==> src/rtl/mem_writer_if.sv <==
// AXI4 bus bundle shared by the DRAM write and read engines on the DDR port.
// The slave modport is the engine side: it drives AW/W/AR and the B/R ready lines.
interface axi_bus_t;
  logic [3:0]   awid;
  logic [63:0]  awaddr;
  logic [7:0]   awlen;
  logic [2:0]   awsize;
  logic         awvalid;
  logic         awready;

  logic [3:0]   wid;
  logic [511:0] wdata;
  logic [63:0]  wstrb;
  logic         wlast;
  logic         wvalid;
  logic         wready;

  logic [3:0]   bid;
  logic [1:0]   bresp;
  logic         bvalid;
  logic         bready;

  logic [3:0]   arid;
  logic [63:0]  araddr;
  logic [7:0]   arlen;
  logic [2:0]   arsize;
  logic         arvalid;
  logic         arready;

  logic [3:0]   rid;
  logic [511:0] rdata;
  logic [1:0]   rresp;
  logic         rlast;
  logic         rvalid;
  logic         rready;

  modport slave (
    output awid, awaddr, awlen, awsize, awvalid,
    input  awready,
    output wid, wdata, wstrb, wlast, wvalid,
    input  wready,
    input  bid, bresp, bvalid,
    output bready,
    output arid, araddr, arlen, arsize, arvalid,
    input  arready,
    input  rid, rdata, rresp, rlast, rvalid,
    output rready
  );

  modport master (
    input  awid, awaddr, awlen, awsize, awvalid,
    output awready,
    input  wid, wdata, wstrb, wlast, wvalid,
    output wready,
    output bid, bresp, bvalid,
    input  bready,
    input  arid, araddr, arlen, arsize, arvalid,
    output arready,
    output rid, rdata, rresp, rlast, rvalid,
    input  rready
  );
endinterface

==> src/rtl/mem_writer.sv <==
// DRAM performance-test write engine: writes a seed-derived pattern over a beat region,
// one AXI4 burst at a time, never crossing 4 KB. Optional MEM_WRITER_PERF_CNT_EN adds busy_cycles.
//
// state | meaning
// IDLE  | waiting for enable_q
// START | latch run parameters, clear counters
// AW    | present burst address
// W     | stream burst data beats
// B     | wait for write response, advance region pointer
// DONE  | run finished, hold until enable_q drops
module mem_writer #(
  parameter int MAX_BURST = 64
) (
  input  logic        clk,
  input  logic        rst_n,
  input  logic [31:0] start_addr,
  input  logic [31:0] write_len,
  input  logic [31:0] pattern_seed,
  input  logic        enable,
  output logic        done,
  output logic [15:0] wr_err_cnt,
  output logic [31:0] busy_cycles,
  axi_bus_t.slave     axi
);

  typedef enum logic [2:0] {
    IDLE  = 3'd0,
    START = 3'd1,
    AW    = 3'd2,
    W     = 3'd3,
    B     = 3'd4,
    DONE  = 3'd5
  } state_t;

  localparam logic [6:0] MAX_B = 7'(MAX_BURST);

  state_t      state, state_nxt;
  logic        enable_q;
  logic [29:0] curr_addr;
  logic [29:0] len_q;
  logic [31:0] seed_q;
  logic [29:0] written_cnt;
  logic [7:0]  beat_cnt;
  logic [7:0]  awlen_q;

  logic [29:0] remaining;
  logic [6:0]  to_4k;
  logic [6:0]  cap;
  logic [6:0]  burst;
  logic [7:0]  awlen_c;
  logic [29:0] beat_idx;
  logic [29:0] written_nxt;
  logic        last_beat;
  logic        run_complete;

  // Burst sizing: never past the end of the region, MAX_BURST, or the next 4 KB line.
  always_comb begin
    remaining = len_q - written_cnt;
    to_4k     = 7'd64 - {1'b0, curr_addr[5:0]};
    cap       = (MAX_B < to_4k) ? MAX_B : to_4k;
    burst     = (remaining < {23'b0, cap}) ? remaining[6:0] : cap;
    awlen_c   = {1'b0, burst - 7'd1};
  end

  assign beat_idx     = curr_addr + {22'b0, beat_cnt};
  assign last_beat    = (beat_cnt == awlen_q);
  assign written_nxt  = written_cnt + {22'b0, awlen_q} + 30'd1;
  assign run_complete = (written_nxt >= len_q);

  // State register
  always_ff @(posedge clk or negedge rst_n) begin
    if (!rst_n) begin
      state <= IDLE;
    end else begin
      state <= state_nxt;
    end
  end

  // Next-state logic
  always_comb begin
    state_nxt = state;
    case (state)
      IDLE:  if (enable_q) state_nxt = START;
      START: state_nxt = (write_len[29:0] == 30'd0) ? DONE : AW;
      AW:    if (axi.awready) state_nxt = W;
      W:     if (axi.wready && last_beat) state_nxt = B;
      B:     if (axi.bvalid) state_nxt = run_complete ? DONE : AW;
      DONE:  if (!enable_q) state_nxt = IDLE;
      default: state_nxt = IDLE;
    endcase
  end

  // Output decode
  always_comb begin
    axi.awvalid = 1'b0;
    axi.wvalid  = 1'b0;
    axi.bready  = 1'b0;
    done        = 1'b0;
    case (state)
      AW:      axi.awvalid = 1'b1;
      W:       axi.wvalid  = 1'b1;
      B:       axi.bready  = 1'b1;
      DONE:    done        = 1'b1;
      default: ;
    endcase
  end

  // Run datapath
  always_ff @(posedge clk or negedge rst_n) begin
    if (!rst_n) begin
      enable_q    <= 1'b0;
      curr_addr   <= '0;
      len_q       <= '0;
      seed_q      <= '0;
      written_cnt <= '0;
      beat_cnt    <= '0;
      awlen_q     <= '0;
      wr_err_cnt  <= '0;
    end else begin
      enable_q <= enable;
      case (state)
        START: begin
          curr_addr   <= start_addr[29:0];
          len_q       <= write_len[29:0];
          seed_q      <= pattern_seed;
          written_cnt <= '0;
          beat_cnt    <= '0;
          wr_err_cnt  <= '0;
        end
        AW: begin
          if (axi.awready) awlen_q <= awlen_c;
        end
        W: begin
          if (axi.wready) begin
            beat_cnt <= last_beat ? 8'd0 : beat_cnt + 8'd1;
          end
        end
        B: begin
          if (axi.bvalid) begin
            curr_addr   <= curr_addr + {22'b0, awlen_q} + 30'd1;
            written_cnt <= written_nxt;
            if (axi.bresp != 2'b00 && wr_err_cnt != 16'hFFFF) begin
              wr_err_cnt <= wr_err_cnt + 16'd1;
            end
          end
        end
        default: ;
      endcase
    end
  end

`ifdef MEM_WRITER_PERF_CNT_EN
  always_ff @(posedge clk or negedge rst_n) begin
    if (!rst_n) begin
      busy_cycles <= '0;
    end else if (state == START) begin
      busy_cycles <= '0;
    end else if ((state == AW || state == W || state == B) && busy_cycles != 32'hFFFF_FFFF) begin
      busy_cycles <= busy_cycles + 32'd1;
    end
  end
`else
  assign busy_cycles = '0;
`endif

  assign axi.awid   = '0;
  assign axi.awaddr = {4'b0, 24'b0, curr_addr, 6'b0};
  assign axi.awlen  = awlen_c;
  assign axi.awsize = 3'b110;

  // Lane i carries the seed XOR the beat index with the lane number in the low nibble.
  always_comb begin
    axi.wdata = '0;
    for (int i = 0; i < 16; i++) begin
      axi.wdata[32*i +: 32] = seed_q ^ {beat_idx[27:0], 4'(i)};
    end
  end

  assign axi.wid   = '0;
  assign axi.wstrb = '1;
  assign axi.wlast = last_beat;

  assign axi.arid    = '0;
  assign axi.araddr  = '0;
  assign axi.arlen   = '0;
  assign axi.arsize  = '0;
  assign axi.arvalid = 1'b0;
  assign axi.rready  = 1'b0;

  logic unused_ok;
  assign unused_ok = ^{start_addr[31:30], write_len[31:30], axi.bid, axi.arready,
                       axi.rid, axi.rdata, axi.rresp, axi.rlast, axi.rvalid};

endmodule
==> src/flat_wrapper.sv <==
// flat-port wrapper written by rule: the top's interface ports become plain ports
module mem_writer_flat 
#(
  parameter int MAX_BURST = 64
)
  (clk, rst_n, start_addr, write_len, pattern_seed, enable, done, wr_err_cnt, busy_cycles, axi_awid, axi_awaddr, axi_awlen, axi_awsize, axi_awvalid, axi_awready, axi_wid, axi_wdata, axi_wstrb, axi_wlast, axi_wvalid, axi_wready, axi_bid, axi_bresp, axi_bvalid, axi_bready, axi_arid, axi_araddr, axi_arlen, axi_arsize, axi_arvalid, axi_arready, axi_rid, axi_rdata, axi_rresp, axi_rlast, axi_rvalid, axi_rready);
  axi_bus_t axi_i ();
  input  logic clk;
  input  logic rst_n;
  input  logic [31:0] start_addr;
  input  logic [31:0] write_len;
  input  logic [31:0] pattern_seed;
  input  logic enable;
  output logic done;
  output logic [15:0] wr_err_cnt;
  output logic [31:0] busy_cycles;
  output wire logic [$bits(axi_i.awid)-1:0] axi_awid;
  output wire logic [$bits(axi_i.awaddr)-1:0] axi_awaddr;
  output wire logic [$bits(axi_i.awlen)-1:0] axi_awlen;
  output wire logic [$bits(axi_i.awsize)-1:0] axi_awsize;
  output wire logic [$bits(axi_i.awvalid)-1:0] axi_awvalid;
  input wire logic [$bits(axi_i.awready)-1:0] axi_awready;
  output wire logic [$bits(axi_i.wid)-1:0] axi_wid;
  output wire logic [$bits(axi_i.wdata)-1:0] axi_wdata;
  output wire logic [$bits(axi_i.wstrb)-1:0] axi_wstrb;
  output wire logic [$bits(axi_i.wlast)-1:0] axi_wlast;
  output wire logic [$bits(axi_i.wvalid)-1:0] axi_wvalid;
  input wire logic [$bits(axi_i.wready)-1:0] axi_wready;
  input wire logic [$bits(axi_i.bid)-1:0] axi_bid;
  input wire logic [$bits(axi_i.bresp)-1:0] axi_bresp;
  input wire logic [$bits(axi_i.bvalid)-1:0] axi_bvalid;
  output wire logic [$bits(axi_i.bready)-1:0] axi_bready;
  output wire logic [$bits(axi_i.arid)-1:0] axi_arid;
  output wire logic [$bits(axi_i.araddr)-1:0] axi_araddr;
  output wire logic [$bits(axi_i.arlen)-1:0] axi_arlen;
  output wire logic [$bits(axi_i.arsize)-1:0] axi_arsize;
  output wire logic [$bits(axi_i.arvalid)-1:0] axi_arvalid;
  input wire logic [$bits(axi_i.arready)-1:0] axi_arready;
  input wire logic [$bits(axi_i.rid)-1:0] axi_rid;
  input wire logic [$bits(axi_i.rdata)-1:0] axi_rdata;
  input wire logic [$bits(axi_i.rresp)-1:0] axi_rresp;
  input wire logic [$bits(axi_i.rlast)-1:0] axi_rlast;
  input wire logic [$bits(axi_i.rvalid)-1:0] axi_rvalid;
  output wire logic [$bits(axi_i.rready)-1:0] axi_rready;
  assign axi_awid = axi_i.awid;
  assign axi_awaddr = axi_i.awaddr;
  assign axi_awlen = axi_i.awlen;
  assign axi_awsize = axi_i.awsize;
  assign axi_awvalid = axi_i.awvalid;
  assign axi_i.awready = axi_awready;
  assign axi_wid = axi_i.wid;
  assign axi_wdata = axi_i.wdata;
  assign axi_wstrb = axi_i.wstrb;
  assign axi_wlast = axi_i.wlast;
  assign axi_wvalid = axi_i.wvalid;
  assign axi_i.wready = axi_wready;
  assign axi_i.bid = axi_bid;
  assign axi_i.bresp = axi_bresp;
  assign axi_i.bvalid = axi_bvalid;
  assign axi_bready = axi_i.bready;
  assign axi_arid = axi_i.arid;
  assign axi_araddr = axi_i.araddr;
  assign axi_arlen = axi_i.arlen;
  assign axi_arsize = axi_i.arsize;
  assign axi_arvalid = axi_i.arvalid;
  assign axi_i.arready = axi_arready;
  assign axi_i.rid = axi_rid;
  assign axi_i.rdata = axi_rdata;
  assign axi_i.rresp = axi_rresp;
  assign axi_i.rlast = axi_rlast;
  assign axi_i.rvalid = axi_rvalid;
  assign axi_rready = axi_i.rready;
  mem_writer #(.MAX_BURST(MAX_BURST)) u_core (.clk(clk), .rst_n(rst_n), .start_addr(start_addr), .write_len(write_len), .pattern_seed(pattern_seed), .enable(enable), .done(done), .wr_err_cnt(wr_err_cnt), .busy_cycles(busy_cycles), .axi(axi_i));
endmodule
==> config.mk <==
export PLATFORM = sky130hd
export DESIGN_NAME = mem_writer_flat
export DESIGN_NICKNAME = d
export VERILOG_FILES = /design/src/rtl/mem_writer_if.sv /design/src/rtl/mem_writer.sv /design/src/flat_wrapper.sv
export SDC_FILE = /design/constraint.sdc
export NUM_CORES = 1
export LEC_CHECK = 0
export CAP_MARGIN = 10
export CORE_AREA = 2 2 553 555
export DETAILED_ROUTE_END_ITERATION = 10
export DIE_AREA = 0 0 555 557
export PLACE_DENSITY = 0.33
export REMOVE_ABC_BUFFERS = 1
export SYNTH_ARGS = -nofsm -noshare
export SYNTH_HDL_FRONTEND = slang
export SYNTH_SLANG_ARGS = --single-unit
==> constraint.sdc <==
create_clock -name clk -period 6.8 [get_ports clk]
set_input_delay 1.36 -clock clk [delete_from_list [all_inputs] [get_ports clk]]
set_output_delay 1.36 -clock clk [all_outputs]
set_load 0.03 [all_outputs]
## Word level (Yosys, flattened, before mapping)

Cells that the tools add are included.

| storage, ports and cells | value |
|---|---|
| word-level logic and storage cells | 88 |
| bits in registers | 157 |

| cells by class | value |
|---|---|
| $add $sub $neg | 10 |
| reductions and logical operators | 12 |
| bitwise operators | 16 |
| equality and inequality tests | 14 |
| $lt $le $gt $ge | 3 |
| mux-type cells | 24 |

Operators by type and width:

| operator | count |
|---|---|
| bitwise XOR 32 bit | 16 |
| case mux 30 bit (2 select lines) | 2 |
| adder 30 x 1 -> 30 bit, second input constant | 2 |
| adder 30 x 7 -> 30 bit | 2 |
| 2-to-1 mux 30 bit | 2 |
| 2-to-1 mux 16 bit | 2 |
| case mux 16 bit (2 select lines) | 1 |
| >= comparator 30 bit | 1 |
| logical NOT 30 bit | 1 |
| less-than comparator 30 x 7 -> 1 bit | 1 |
| subtractor 30 bit | 1 |
| adder 28 x 8 -> 28 bit | 1 |
| 2-to-1 mux 3 bit | 7 |
| case mux 3 bit (6 select lines) | 1 |
| adder 16 x 1 -> 16 bit, second input constant | 1 |
| 2-to-1 mux 8 bit | 2 |
| inequality test 16 bit, second input constant | 1 |
| case mux 8 bit (2 select lines) | 1 |
| 2-to-1 mux 7 bit | 2 |
| adder 8 x 1 -> 8 bit, second input constant | 1 |
| equality test 8 x 7 -> 1 bit | 1 |
| inequality test 2 bit, second input constant | 4 |
| less-than comparator 7 bit, first input constant | 1 |
| subtractor 7 x 1 -> 7 bit, second input constant | 1 |
| 12 further kinds | 24 |

## Logic depth before layout (Yosys ltp)

| depth | value |
|---|---|
| word-level depth | 6 |
| depth in mapped cells | 25 |
| depth with buffers taken out | 25 |

## Worst setup path before layout

No wires, ideal clock.

| timing | value |
|---|---|
| path type | register to output |
| start | register u_core.written_cnt[0] |
| end | output port axi_awlen[4] |
| setup slack | -70 ps |
| arrival | 5510 ps |
| required time | 5440 ps |
| stages on the path, launching flop included | 23 |
| cell sequence | dfrtp_1 -> ha_1 -> fa_1 -> nor2b_1 -> o31a_1 -> o21a_1 -> nor2_1 -> xnor2_1 -> ha_1 -> a2111oi_0 -> nand4_1 -> or4_1 -> nor4_1 -> and4b_1 -> nand4b_1 -> or4b_1 -> buf_6 -> mux2_4 -> ha_1 -> and2_1 -> and2_1 -> xor2_1 -> mux2i_1 |

| between the ends | value |
|---|---|
| cells in the longest elaborated chain, start to end | 4 |

RTL lines:

| what | line | text |
|---|---|---|
| start: declaration | mem_writer.sv:42 | `logic [29:0] written_cnt;` |
| start signal: assignment | mem_writer.sv:141 | `written_cnt <= written_nxt;` |
| subtractor 30 bit * | mem_writer.sv:58 | `remaining = len_q - written_cnt;` |
| less-than comparator 30 x 7 -> 1 bit | mem_writer.sv:61 | `burst = (remaining < {23'b0, cap}) ? remaining[6:0] : cap;` |
| 2-to-1 mux 7 bit * | mem_writer.sv:61 |  |
| subtractor 7 x 1 -> 7 bit * | mem_writer.sv:62 | `awlen_c = {1'b0, burst - 7'd1};` |
| end: declaration | flat_wrapper.sv:19 | `output wire logic [$bits(axi_i.awlen)-1:0] axi_awlen;` |

Mark *: on every way between the ends. The rest lies on a longest branch, timed or not.

## Worst setup path after layout

Same ends and word-level chain as after synthesis.

==> impl_metrics.csv <==
group,metric,value,unit
synthesis,synthDistinctLibCells,74,
setup_path,reg2reg_to,"u_core.state[0]$_DFFE_PN0P_",
grt,antenna_found_initial,53,
layout,fillers,35340,
layout,final_cell_mix,"clkdlybuf4s50_1 (661), nand2_1 (230), conb_1 (223)",
setup_path,r2r_setup_slack,910,ps
layout,drive_gt1_frac,0.08518,
layout,seq_area,3929,um^2
synthesis,synthArstFlopShare,1.000,
setup_path,cp.depth,23,
clocking,cts_hold_buf,0,
timing,rsz0062_at_grt,"true",
timing,period_needed,7136,ps
timing,finalWorstSetupSlack,-335.9,ps
clocking,cts_buffers,17,
timing,min_period_over_period,1.049,
outcome,violations,"setup timing",
synthesis,synthesis.instances,2222,
timing,holdWs,499.7,ps
layout,multi_input_comb_area,8730,um^2
synthesis,synth_top_area_share,0.3035,
grt,grt_util_met2,0.08257,
setup_path,critPathLaunchType,"flip-flop",
timing,max_freq,140.1,MHz
synthesis,synth_top_cell_by_area,"buf_4",
setup_path,reg2reg_depth,28,
synthesis,ys_seq_area_frac,0.2256,
timing,slew_headroom,0.2043,
synthesis,syn_area,17410,um^2
setup_path,cp_max_fo,4,
clocking,h-tree-depth,4,
placement,place_congestion,0.7602,
die,core_area,304000,um^2
route,ant_nets,0,
setup_path,worstPathRequired,5440,ps
die,fp.dieW,555,um
setup_path,cp.arrival,5780,ps
grt,grt_pass1_wl,115100,um
route,drcViolationCount,0,
route,wl,87050,um
grt,grt_max_degree,103,
clocking,cts_tree,"built",
route,viasPerCell,2.321,
route,vias,15040,
setup_path,path_class,"reg -> out",
layout,layout_commonest_cell,"clkdlybuf4s50_1",
grt,grt_util_met1,0.06842,
placement,place_hpwl,72900,um
clocking,clk_pin_slew,70,ps
grt,track_usage,0.05401,
worst_hold_path,hold_path_class,"reg -> reg",
layout,nets,3188,
clocking,clock_path_buffers,2,
timing,fin_worst_skew,22.64,ps
setup_path,cp-end-kind,"output pin",
setup_path,cp-startpoint,"u_core.written_cnt[0]$_DFFE_PN0P_",
setup_path,crit_chain,"ha_4, fa_2, nor2b_2, o31a_1, o21a_1, nor2_2, xnor2_1, ha_2, a2111oi_4, nand4_1, or4_1, nor4_2, and4b_1, nand4b_1, or4b_4, mux2_4, ha_4, and2_4, and2_4, xor2_1, mux2i_1, buf_4, buf_12",
die,pin_count,1422,
synthesis,synth_seq_cells,157,
synthesis,synth_edf_count,0,
grt,grt_pass1_vias,14130,
setup_path,cp_top_family,"simple AND/OR/NAND/NOR gates",
timing,setup_violations,3,
synthesis,syn-mean-instance-area,7.836,um^2
setup_path,critPathMaxStageDelay,640,ps
synthesis,yosysWarnings,0,
setup_path,critPathSlowestCell,"or4b_4",
setup_path,r2r_start,"u_core.written_cnt[0]$_DFFE_PN0P_",
synthesis,synthTopCellsByArea,"buf_4 (30%), dfrtp_1 (23%), ha_1 (6.5%)",
die,num_rows,203,
die,start_util,0.05727,
clocking,cts-root-buf,"clkbuf_16",
route,drt_first_iter_violations,748,
route,firstDrtPassIters,5,
layout,syn_to_final_growth,50.41,%
timing,hold_violations,0,
clocking,insertion_delay,540,ps
placement,port_buffers,669,
grt,globalRouteMet3Util,0.02293,
placement,place_ws,-653.1,ps
timing,drv_slew,0,
setup_path,crit_end,"axi_awlen[4]",
outcome,status,"finished, violations left",
die,fp.dieArea,309100,um^2
die,die_y,557,um
grt,grt-busiest-layer,"met2",
clocking,cts.sinks,157,
grt,grt.overflow.total,0,
setup_path,path_buf_inv,2,
route,post_drt_wl_per_cell,13.44,um
run,cap_viol_max_count,0,
timing,tightest_slew,1191,ps
synthesis,yosys_most_used_dff,"dfrtp_1",
==> worst min-delay path by stage <==
stage,endpoint,slack (ps),depth (start not counted),from
2_1_floorplan,u_core.seed_q[16]$_DFFE_PN0P_,470,2,u_core.seed_q[16]$_DFFE_PN0P_
3_3_place_gp,u_core.seed_q[28]$_DFFE_PN0P_,490,2,u_core.seed_q[28]$_DFFE_PN0P_
3_5_place_dp,u_core.seed_q[8]$_DFFE_PN0P_,490,2,u_core.seed_q[8]$_DFFE_PN0P_
4_1_cts,u_core.seed_q[4]$_DFFE_PN0P_,510,2,u_core.seed_q[4]$_DFFE_PN0P_
5_1_grt,u_core.seed_q[4]$_DFFE_PN0P_,530,2,u_core.seed_q[4]$_DFFE_PN0P_
6_report,u_core.seed_q[4]$_DFFE_PN0P_,500,2,u_core.seed_q[4]$_DFFE_PN0P_
==> kinds of logic (layout without fill, tap and decap cells) <==
family                     after synthesis  in the layout  share of synthesized area
AOI/OAI and AO/OA                      400            400                     0.1429
xor gates and xnor gates               127            127                    0.06388
adders and majority gates               95             95                    0.06999
buffers and inverters                  876            910                     0.3414
DFF                                    157            157                     0.2256
muxes                                   18             18                    0.01150
other                                    2            228                  0.0004313
and+or+nand+nor                        547            547                     0.1442
==> sequential cells by signal, summed over array words and instances, names as in the netlist <==
name and flops:
u_core.seed_q 32, u_core.curr_addr 30, u_core.len_q 30, u_core.written_cnt 30, u_core.wr_err_cnt 16, u_core.beat_cnt 8, u_core.awlen_q 7, u_core.state 3
u_core.enable_q 1
==> Yosys cell counts (all sizes together) (4+ instances only) <==
| master | number |
|---|---|
| mux2i | 8 |
| o2111ai | 5 |
| nand4 | 38 |
| nor2b | 13 |
| ha | 91 |
| dfrtp | 157 |
| o21bai | 6 |
| nand3 | 45 |
| nand2 | 233 |
| o211ai | 14 |
| and2 | 6 |
| nand2b | 11 |
| o22ai | 13 |
| a21o | 39 |
| o22a | 5 |
| o21a | 22 |
| nor4 | 17 |
| fa | 4 |
| or4 | 4 |
| xnor2 | 92 |
| nor3 | 35 |
| xor2 | 35 |
| o21ai | 121 |
| or3 | 16 |
| inv | 105 |
| a31oi | 18 |
| and3 | 13 |
| a211o | 5 |
| buf | 712 |
| a21oi | 102 |
| mux2 | 10 |
| clkbuf | 57 |
| nor2 | 103 |
| o31ai | 15 |
==> stage by stage <==
step           TNS [ps]  utilization  instances  area (um^2)
2_1_floorplan  -1782230            -       1674        12700
3_3_place_gp      -1940      0.08352       6432        25390
3_5_place_dp      -1685      0.08352       6432        25390
4_1_cts           -1352      0.08593       6469        26130
5_1_grt           -1361      0.08611       6476        26180
6_report         -696.2      0.08614       6479        26190
==> tightest hold or removal path: cells and delay by family, from the launching register on <==
family	cells	cell delay, ps
AND/OR/NAND/NOR	2	110
flip-flops	1	360
==> layout make-up <==
cell class / count / share of cell area
Tap cell: 3997 / 0.1910
Sequential cell: 157 / 0.1500
Clock buffer: 17 / 0.01624
Antenna cell: 5 / 0.0004778
Multi-Input combinational cell: 1410 / 0.3333
Timing Repair Buffer: 771 / 0.2878
Inverter: 107 / 0.01534
Clock inverter: 15 / 0.005829
==> routing by layer <==
| layer | share of wire | up-vias |
|---|---|---|
| li1 | - | 7020 |
| met3 | 0.10 | 94 |
| met2 | 0.44 | 763 |
| met1 | 0.44 | 7119 |
| met4 | 0.021 | 42 |
| met5 | 0.0030 | - |
==> what timing repair did <==
action,4_1_cts,5_1_grt
endpoints found under the setup margin,7,32
setup buffers,7,5
pin swaps,11,9
gates resized for setup,23,3
Power of run 1 is not shown: default switching activity piles up to over one toggle a cycle in this logic, so the estimate is an artifact.
